## src/rtl/bcd_countdown_timer.sv

```systemverilog
// Two-digit BCD phase countdown timer.
// A phase duration is loaded as two BCD digits and counted down once per
// prescaler period. Every output is a register. tick marks each visible
// decrement. done marks expiry. load_error marks a rejected load.
module bcd_countdown_timer #(
   parameter int CLK_FREQ = 125_000_000,
   parameter int TICK_HZ  = 1
) (
   input  logic       clk,
   input  logic       reset,
   input  logic       load,
   input  logic [3:0] load_tens,
   input  logic [3:0] load_ones,
   input  logic       enable,
   output logic [3:0] tens,
   output logic [3:0] ones,
   output logic       tick,
   output logic       done,
   output logic       running,
   output logic       load_error,
   output logic [1:0] state_dbg
);

   localparam int DIV = CLK_FREQ / TICK_HZ;
   localparam int P_W = (DIV > 1) ? $clog2(DIV) : 1;
   localparam logic [P_W-1:0] P_MAX = P_W'(DIV - 1);

   typedef enum logic [1:0] {
      IDLE    = 2'd0,
      RUN     = 2'd1,
      PAUSE   = 2'd2,
      EXPIRED = 2'd3
   } state_t;

   state_t         state_q, state_d;
   logic [P_W-1:0] p_q, p_d;
   logic [3:0]     tens_d, ones_d;
   logic           tick_d, done_d, err_d, running_d;

   logic [3:0]     dec_tens, dec_ones;
   logic           dec_zero;
   logic           load_valid, load_zero;
   logic           counting, term;

   // Handshake: load is a single-cycle request with no ready. It is always
   // accepted at the next clock edge, and it wins over a same-cycle
   // prescaler terminal count.
   assign load_valid = (load_tens <= 4'd9) && (load_ones <= 4'd9);
   assign load_zero  = (load_tens == 4'd0) && (load_ones == 4'd0);
   assign term       = (p_q == P_MAX);

   // The prescaler advances in RUN or PAUSE while enable is high. Counting
   // in the PAUSE->RUN edge keeps the paused time exactly equal to the
   // number of cycles enable was low.
   assign counting   = ((state_q == RUN) || (state_q == PAUSE)) && enable;

   // BCD decrement with borrow from tens. It saturates at 00.
   always_comb begin
      dec_tens = tens;
      dec_ones = ones;
      if (ones != 4'd0) begin
         dec_ones = ones - 4'd1;
      end else if (tens != 4'd0) begin
         dec_ones = 4'd9;
         dec_tens = tens - 4'd1;
      end
      dec_zero = (dec_tens == 4'd0) && (dec_ones == 4'd0);
   end

   // State register. It also holds the datapath and the registered outputs.
   always_ff @(posedge clk or posedge reset) begin
      if (reset) begin
         state_q    <= IDLE;
         p_q        <= '0;
         tens       <= 4'd0;
         ones       <= 4'd0;
         tick       <= 1'b0;
         done       <= 1'b0;
         running    <= 1'b0;
         load_error <= 1'b0;
      end else begin
         state_q    <= state_d;
         p_q        <= p_d;
         tens       <= tens_d;
         ones       <= ones_d;
         tick       <= tick_d;
         done       <= done_d;
         running    <= running_d;
         load_error <= err_d;
      end
   end

   // Next state, prescaler and digits.
   always_comb begin
      state_d = state_q;
      p_d     = p_q;
      tens_d  = tens;
      ones_d  = ones;
      if (load) begin
         if (load_valid) begin
            tens_d = load_tens;
            ones_d = load_ones;
            p_d    = '0;
            if (load_zero) begin
               state_d = EXPIRED;
            end else if (enable) begin
               state_d = RUN;
            end else begin
               state_d = PAUSE;
            end
         end
      end else begin
         case (state_q)
            RUN, PAUSE: begin
               state_d = enable ? RUN : PAUSE;
               if (enable) begin
                  if (term) begin
                     p_d    = '0;
                     tens_d = dec_tens;
                     ones_d = dec_ones;
                     if (dec_zero) begin
                        state_d = EXPIRED;
                     end
                  end else begin
                     p_d = p_q + 1'b1;
                  end
               end
            end
            default: begin
               state_d = state_q;
            end
         endcase
      end
   end

   // Output decode. These are the next values of the registered pulse and
   // status outputs.
   always_comb begin
      tick_d    = !load && counting && term;
      done_d    = (load && load_valid && load_zero) || (tick_d && dec_zero);
      err_d     = load && !load_valid;
      running_d = (state_d == RUN) || (state_d == PAUSE);
   end

   assign state_dbg = state_q;

endmodule

```

## config.mk

```make
export PLATFORM = sky130hd
export DESIGN_NAME = bcd_countdown_timer
export DESIGN_NICKNAME = d
export VERILOG_FILES = /design/src/rtl/bcd_countdown_timer.sv
export SDC_FILE = /design/constraint.sdc
export NUM_CORES = 1
export LEC_CHECK = 0
export ABC_AREA = 1
export CAP_MARGIN = 20
export CORE_MARGIN = 8
export CORE_UTILIZATION = 50
export DETAILED_ROUTE_END_ITERATION = 10
export GPL_TIMING_DRIVEN = 0
export HOLD_SLACK_MARGIN = 0.15
export PLACE_DENSITY = 0.69
export SLEW_MARGIN = 20
export SYNTH_ARGS = -nofsm -noshare
export SYNTH_HDL_FRONTEND = slang
export SYNTH_SLANG_ARGS = --single-unit
```

## constraint.sdc

```tcl
create_clock -name clk -period 2.1 [get_ports clk]
set_clock_uncertainty 0.1 [all_clocks]
set_input_delay 0.42 -clock clk [delete_from_list [all_inputs] [get_ports clk]]
set_output_delay 0.42 -clock clk [all_outputs]
set_load 0.005 [all_outputs]
```

==> metrics.txt, run 1 <==
Pleak=between 1.5 and 2 nW; Final Net Count=between 400 and 500; critical path class=input port to flop; CP cell instances=clkdlybuf4s50_1 -> nor2_2 -> o21ai_2 -> inv_2 -> nand2_4 -> nand2_4 -> nand2_2 -> nor2_4 -> buf_6 -> nand4_1 -> o21ai_2 -> nor2_1; H-tree depth=2; minimum clock period=between 2 and 2.5 ns; layout cells sized above 1=0.214; Overall Global Routing Usage=0.181; worst rel slew slack=0.654; Starting Density=0.511; GP Congestion=approximately 0.9; Clk Latency, worst-skew pair=approximately 0.30 ns; Setup crit end kind=flop; GRT overflow=0; Mapped Avg Cell Area=7.08 um^2; total die area=slightly above 8000 um^2; Power Density=807 nW/um^2; DR iter-0 viols=~130; # port buffers=24; critical path startpoint=load_tens[1]; largest net degree at the start of global routing=32; share of power burned in registers=0.351; Remaining DRCs=0; global-route wire length before repair=between 10,000 and 15,000 um; Synthesized Nets=405; Die W=between 90 and 100 um; clk root buf=clkbuf_8; top cells by count, synth=88 x nand2_1, 52 x nor2_1, 49 x inv_1, 41 x dfrtp_1, 33 x nand3_1; design area=3490 um^2; Yosys reg bits=41; Clock Sinks=~40; Post-Route WL=between 7000 and 8000 um; via count=between 2,000 and 3,000; TritonCTS clock tree=done; achievable frequency=0.495 GHz; CP delay by family, top=simple AND/OR/NAND/NOR gates; Antenna Cells=0; Final Util=0.646; r2r setup slk=around 0.09 ns; Final Hold Vio Count=0; Worst path depth=12; synth top area cells=dfrtp_1 37%, nand2_1 12%, nor2_1 7.1%; post-synthesis sequential area ratio=0.372; worst hold path type=input port to async pin; count of cell types in the netlist=37; Post-synth EDFFs=0; Synth Instances=390; NetSw=about 0.00098 W; worst vdd ir=388 uV; final worst path period share=0.962; DP HPWL=around 5400 um; Post-DP Area=just over 3000 um^2; drt first pass iters=4; ys async rst share=1.00; Critical Path Start Type=input port; clock group share of total power=0.281; Register-to-Register Path Depth=8; Post-Synthesis Cell Area=around 2800 um^2; CTS max path bufs=2; cell with the most instances after synthesis=nand2_1; Synth Flop Type=dfrtp_1; vias in the first global route=approximately 2,700; clock transition at the registers of the reported paths=0.09 ns; initial antenna violation count=0; Tightest Pin Transition=approximately 0.52 ns; drt wl/cell=between 10 and 15 um; Syn. warnings=0; row count=27; Internal Power=between 0.0015 and 0.002 W; r2r startpoint=p_q[0]$_DFFE_PP0P_; Sw Share=0.346; Yosys top cell by area=dfrtp_1; post-synth top area share=0.372; Combinational Power Share=0.369; pins over their slew limit=0; Syn-to-layout area delta=26.4%; crit path DAT=between 2 and 2.5 ns; crit path capture=p_q[15]$_DFFE_PP0P_; Buf/Inv on CP=3; Core Area=about 5400 um^2; Setup violations, final=0; Via-to-Cell Ratio=between 5 and 6; CTS buffer count=5; maxcap violations=0; crit-path max FO=6; CP Data Required Time=about 2.2 ns; CP max stage cell=clkdlybuf4s50_1; CTS Hold Bufs=0; die height=90.3 um; RR Endpoint=p_q[15]$_DFFE_PP0P_; status=finished clean; I/O pin count=26; crit-path max cell delay=roughly 0.44 ns; post-route ant nets=0
-- kinds of logic after synthesis --
| family | after synthesis | share of synthesized area |
|---|---|---|
| buf+inv | 59 | 0.0888 |
| fa+ha+maj | 3 | 0.0136 |
| xor+xnor | 5 | 0.0159 |
| flops | 41 | 0.372 |
| compound gates | 53 | 0.115 |
| simple gates | 229 | 0.395 |
-- area by class of cell --
| type | count | area [um^2] |
|---|---|---|
| Multi-Input combinational cell | 290 | 1600 |
| Timing Repair Buffer | 41 | 384 |
| Sequential cell | 41 | 1030 |
| Clock inverter | 3 | 68.8 |
| Fill cell | 468 | 1920 |
| Buffer | 8 | 55.1 |
| Clock buffer | 5 | 68.8 |
| Tap cell | 72 | 90.1 |
| Inverter | 51 | 199 |
-- cell usage in the layout, fill, tap and decap left out, types with 3 or more instances in the layout --
cell	netlist	final
nand2_1	88	83
nor2_1	52	46
inv_1	49	43
dfrtp_1	41	39
nand3_1	33	29
clkdlybuf4s50_1	0	24
o21ai_0	21	20
nor3_1	15	15
buf_4	0	15
a21oi_1	14	14
nand2_2	9	12
o21ai_2	9	10
nand4_1	9	9
nor2_2	4	8
nand3_2	3	6
buf_2	5	5
inv_2	1	5
xor2_1	5	5
nor2_4	3	5
clkbuf_8	0	5
nor4_1	4	4
inv_4	1	3
-- worst reg2reg max path: stages (launching register included) --
cell and delay, ns:
dfrtp_1 0.44, nand3_1 0.25, nor4_4 0.34, nand2_2 0.13, nor2_4 0.23, buf_6 0.13, nand4_1 0.09, o21ai_2 0.13
nor2_1 0.05
-- worst min-delay path by stage --
stage                             end  slack (ns)  cells past startpoint
4_1_cts        state_dbg[0]$_DFF_PP0_        0.27                      2
3_3_place_gp      tens[1]$_DFFE_PP0P_        0.40                      2
5_1_grt        state_dbg[0]$_DFF_PP0_        0.28                      2
3_5_place_dp       p_q[1]$_DFFE_PP0P_        0.41                      2
6_report       state_dbg[0]$_DFF_PP0_        0.26                      2
2_1_floorplan      p_q[1]$_DFFE_PP0P_        0.38                      2
-- timing repair --
item,CTS,global route
buffers inserted,3,13
resized for setup,8,30
pin swaps,1,14
setup endpoints to repair,23,33
-- power groups by stage --
stage          Clock, W  Sequential (W)  Combinational (W)
2_1_floorplan         0        0.000979           0.000542
3_3_place_gp          0        0.000992           0.000819
3_5_place_dp          0        0.000998           0.000839
4_1_cts        0.000812        0.000987           0.000878
5_1_grt        0.000831         0.00100            0.00115
6_report       0.000790        0.000988            0.00104
-- sequential cells by signal, indices dropped and copies added (netlist names) --
register / cells
ones: 4
load_error: 1
tens: 4
running: 1
state_dbg: 2
done: 1
tick: 1
p_q: 27
-- stage by stage --
step	worst slack (ns)	hold slack [ns]	std cells	TNS (ns)	total power (W)
after CTS	0.000380	0.265	498	0	0.00268
after global placement	-0.392	0.401	486	-17.67	0.00181
after global routing	-0.0307	0.275	511	-0.0855	0.00299
after floorplan	0.196	0.375	390	0	0.00152
final	0.0804	0.265	511	0	0.00282
after detailed placement	-0.395	0.406	487	-8.57	0.00184
-- layer usage --
metal | wire length (um) | share of wire | up-vias | global-route usage
met4 | 219 | 0.029 | 0 | 0.0749
met5 | 0 | 0 | - | 0
met3 | 381 | 0.051 | 15 | 0.0391
li1 | - | - | 1374 | -
met1 | 3180 | 0.43 | 1296 | 0.209
met2 | 3670 | 0.49 | 70 | 0.317
No activity file was read; power rests on OpenSTA's default activity.
==> run 2: changes to the inputs <==
Settings changed: TNS_END_PERCENT set to 100.
==> results of run 2 <==
The final DEF is identical to that of run 1; final timing and power are the same.
==> run 3: changes to the inputs <==
Settings changed: TNS_END_PERCENT 100 to 50.
==> results of run 3 <==
The final DEF is identical to that of run 1; final timing and power are the same.
==> variant: new RTL, flow settings as in run 1 <==
`CLK_FREQ`: 125_000_000 -> 31_250_000.
--- a/src/rtl/bcd_countdown_timer.sv
+++ b/src/rtl/bcd_countdown_timer.sv
@@ -3,7 +3,7 @@
 // prescaler period. Every output is a register. tick marks each visible
 // decrement. done marks expiry. load_error marks a rejected load.
 module bcd_countdown_timer #(
-   parameter int CLK_FREQ = 125_000_000,
+   parameter int CLK_FREQ = 31_250_000,
    parameter int TICK_HZ  = 1
 ) (
    input  logic       clk,
Function: no difference found for any inputs over 10 cycles, from zero or initial values and one cycle with reset high; that may be too few to reach the edited logic, so the function may still have changed.
==> variant against run 1 <==
- utilization down 0.45 points
- cell area shrank 8.0%
- total power fell by 12%
- non-clock buffer count is 3 lower
- synthesized area down 8.3%
- global-route usage decreased by 1.3 points
- combinational power fell by 15%
- sequential cell count is 2 lower
- worst setup slack got worse by 0.0068 ns
- wire length is 13% lower
- largest cell class unchanged
- highest routed layer unchanged
==> variant: results <==
group,metric,value,unit
run_status,outcome,"finished, final reports clean",
pwr,p_leak,1.430,nW
logic_synthesis,syn-instance-count,355,
pwr,ir_worst_vdd,359.0,uV
worst_setup_path,critPathCapture,"p_q[8]",
layout,nNetsFinal,417,
worst_setup_path,r2r_end,"ones[2]",
layout,n_all_inverters,55,
layout,drive_gt1_share,18.11,%
layout,n_all_buffers,46,
logic_synthesis,ys_top_cells_by_area,"dfrtp_1, nand2_1, inv_1, nand3_1, nor2_1",
detailed_routing,met3_wirelength,383,um
pwr,seqPwrFrac,37.8,%
worst_setup_path,reg2reg_from,"p_q[1]",
layout,fillers,454,
detailed_routing,firstDrtPassIters,5,
detailed_routing,wl_met2,3122,um
worst_setup_path,critical_path.max_fanout,10,
logic_synthesis,yosysSeqAreaShare,38.58,%
layout,clock_buffers,6,
clock_network,cts.sinks,39,
logic_synthesis,synth_nets,370,
detailed_routing,wl_per_cell,13.64,um
layout,clk_share,3.662,%
pwr,p_int,1.628,mW
worst_setup_path,crit_path_start,"load_tens[2]",
layout,area_delta_synth_final,26.95,%
place,portBuffers,25,
detailed_routing,viasPerCell,5.285,
==> variant: cell types whose count changed after synthesis, moves of 4 or more <==
cell / run 1 / this run
nand3_1: 33 / 27
nor2_1: 52 / 36
o211ai_1: 1 / 7
inv_2: 1 / 5
o21ai_2: 9 / 0
nand2_1: 88 / 74
==> variant: cell families (layout without fill, tap and decap cells) <==
kind of cell,after synthesis,in the layout,share of synthesized area [%]
AO/OA/AOI/OAI,57,57,13.06
XOR/XNOR,4,4,1.385
adder cells (fa/ha/maj),3,3,1.484
buffers and inverters,61,109,9.941
flip-flops,39,39,38.58
AND/OR/NAND/NOR,191,191,35.56
==> variant: through the flow <==
stage / setup WS, ns / power [mW] / TNS [ns] / utilization [%]
after floorplan: 0.2599 / 1.431 / 0 / -
after CTS: 0.003764 / 2.401 / 0 / 60.14
after global placement: -0.2974 / 1.718 / -12.39 / 57.24
final: 0.07365 / 2.482 / 0 / 64.11
after global routing: -0.04289 / 2.647 / -0.3392 / 64.11
after detailed placement: -0.2740 / 1.735 / -5.910 / 57.79
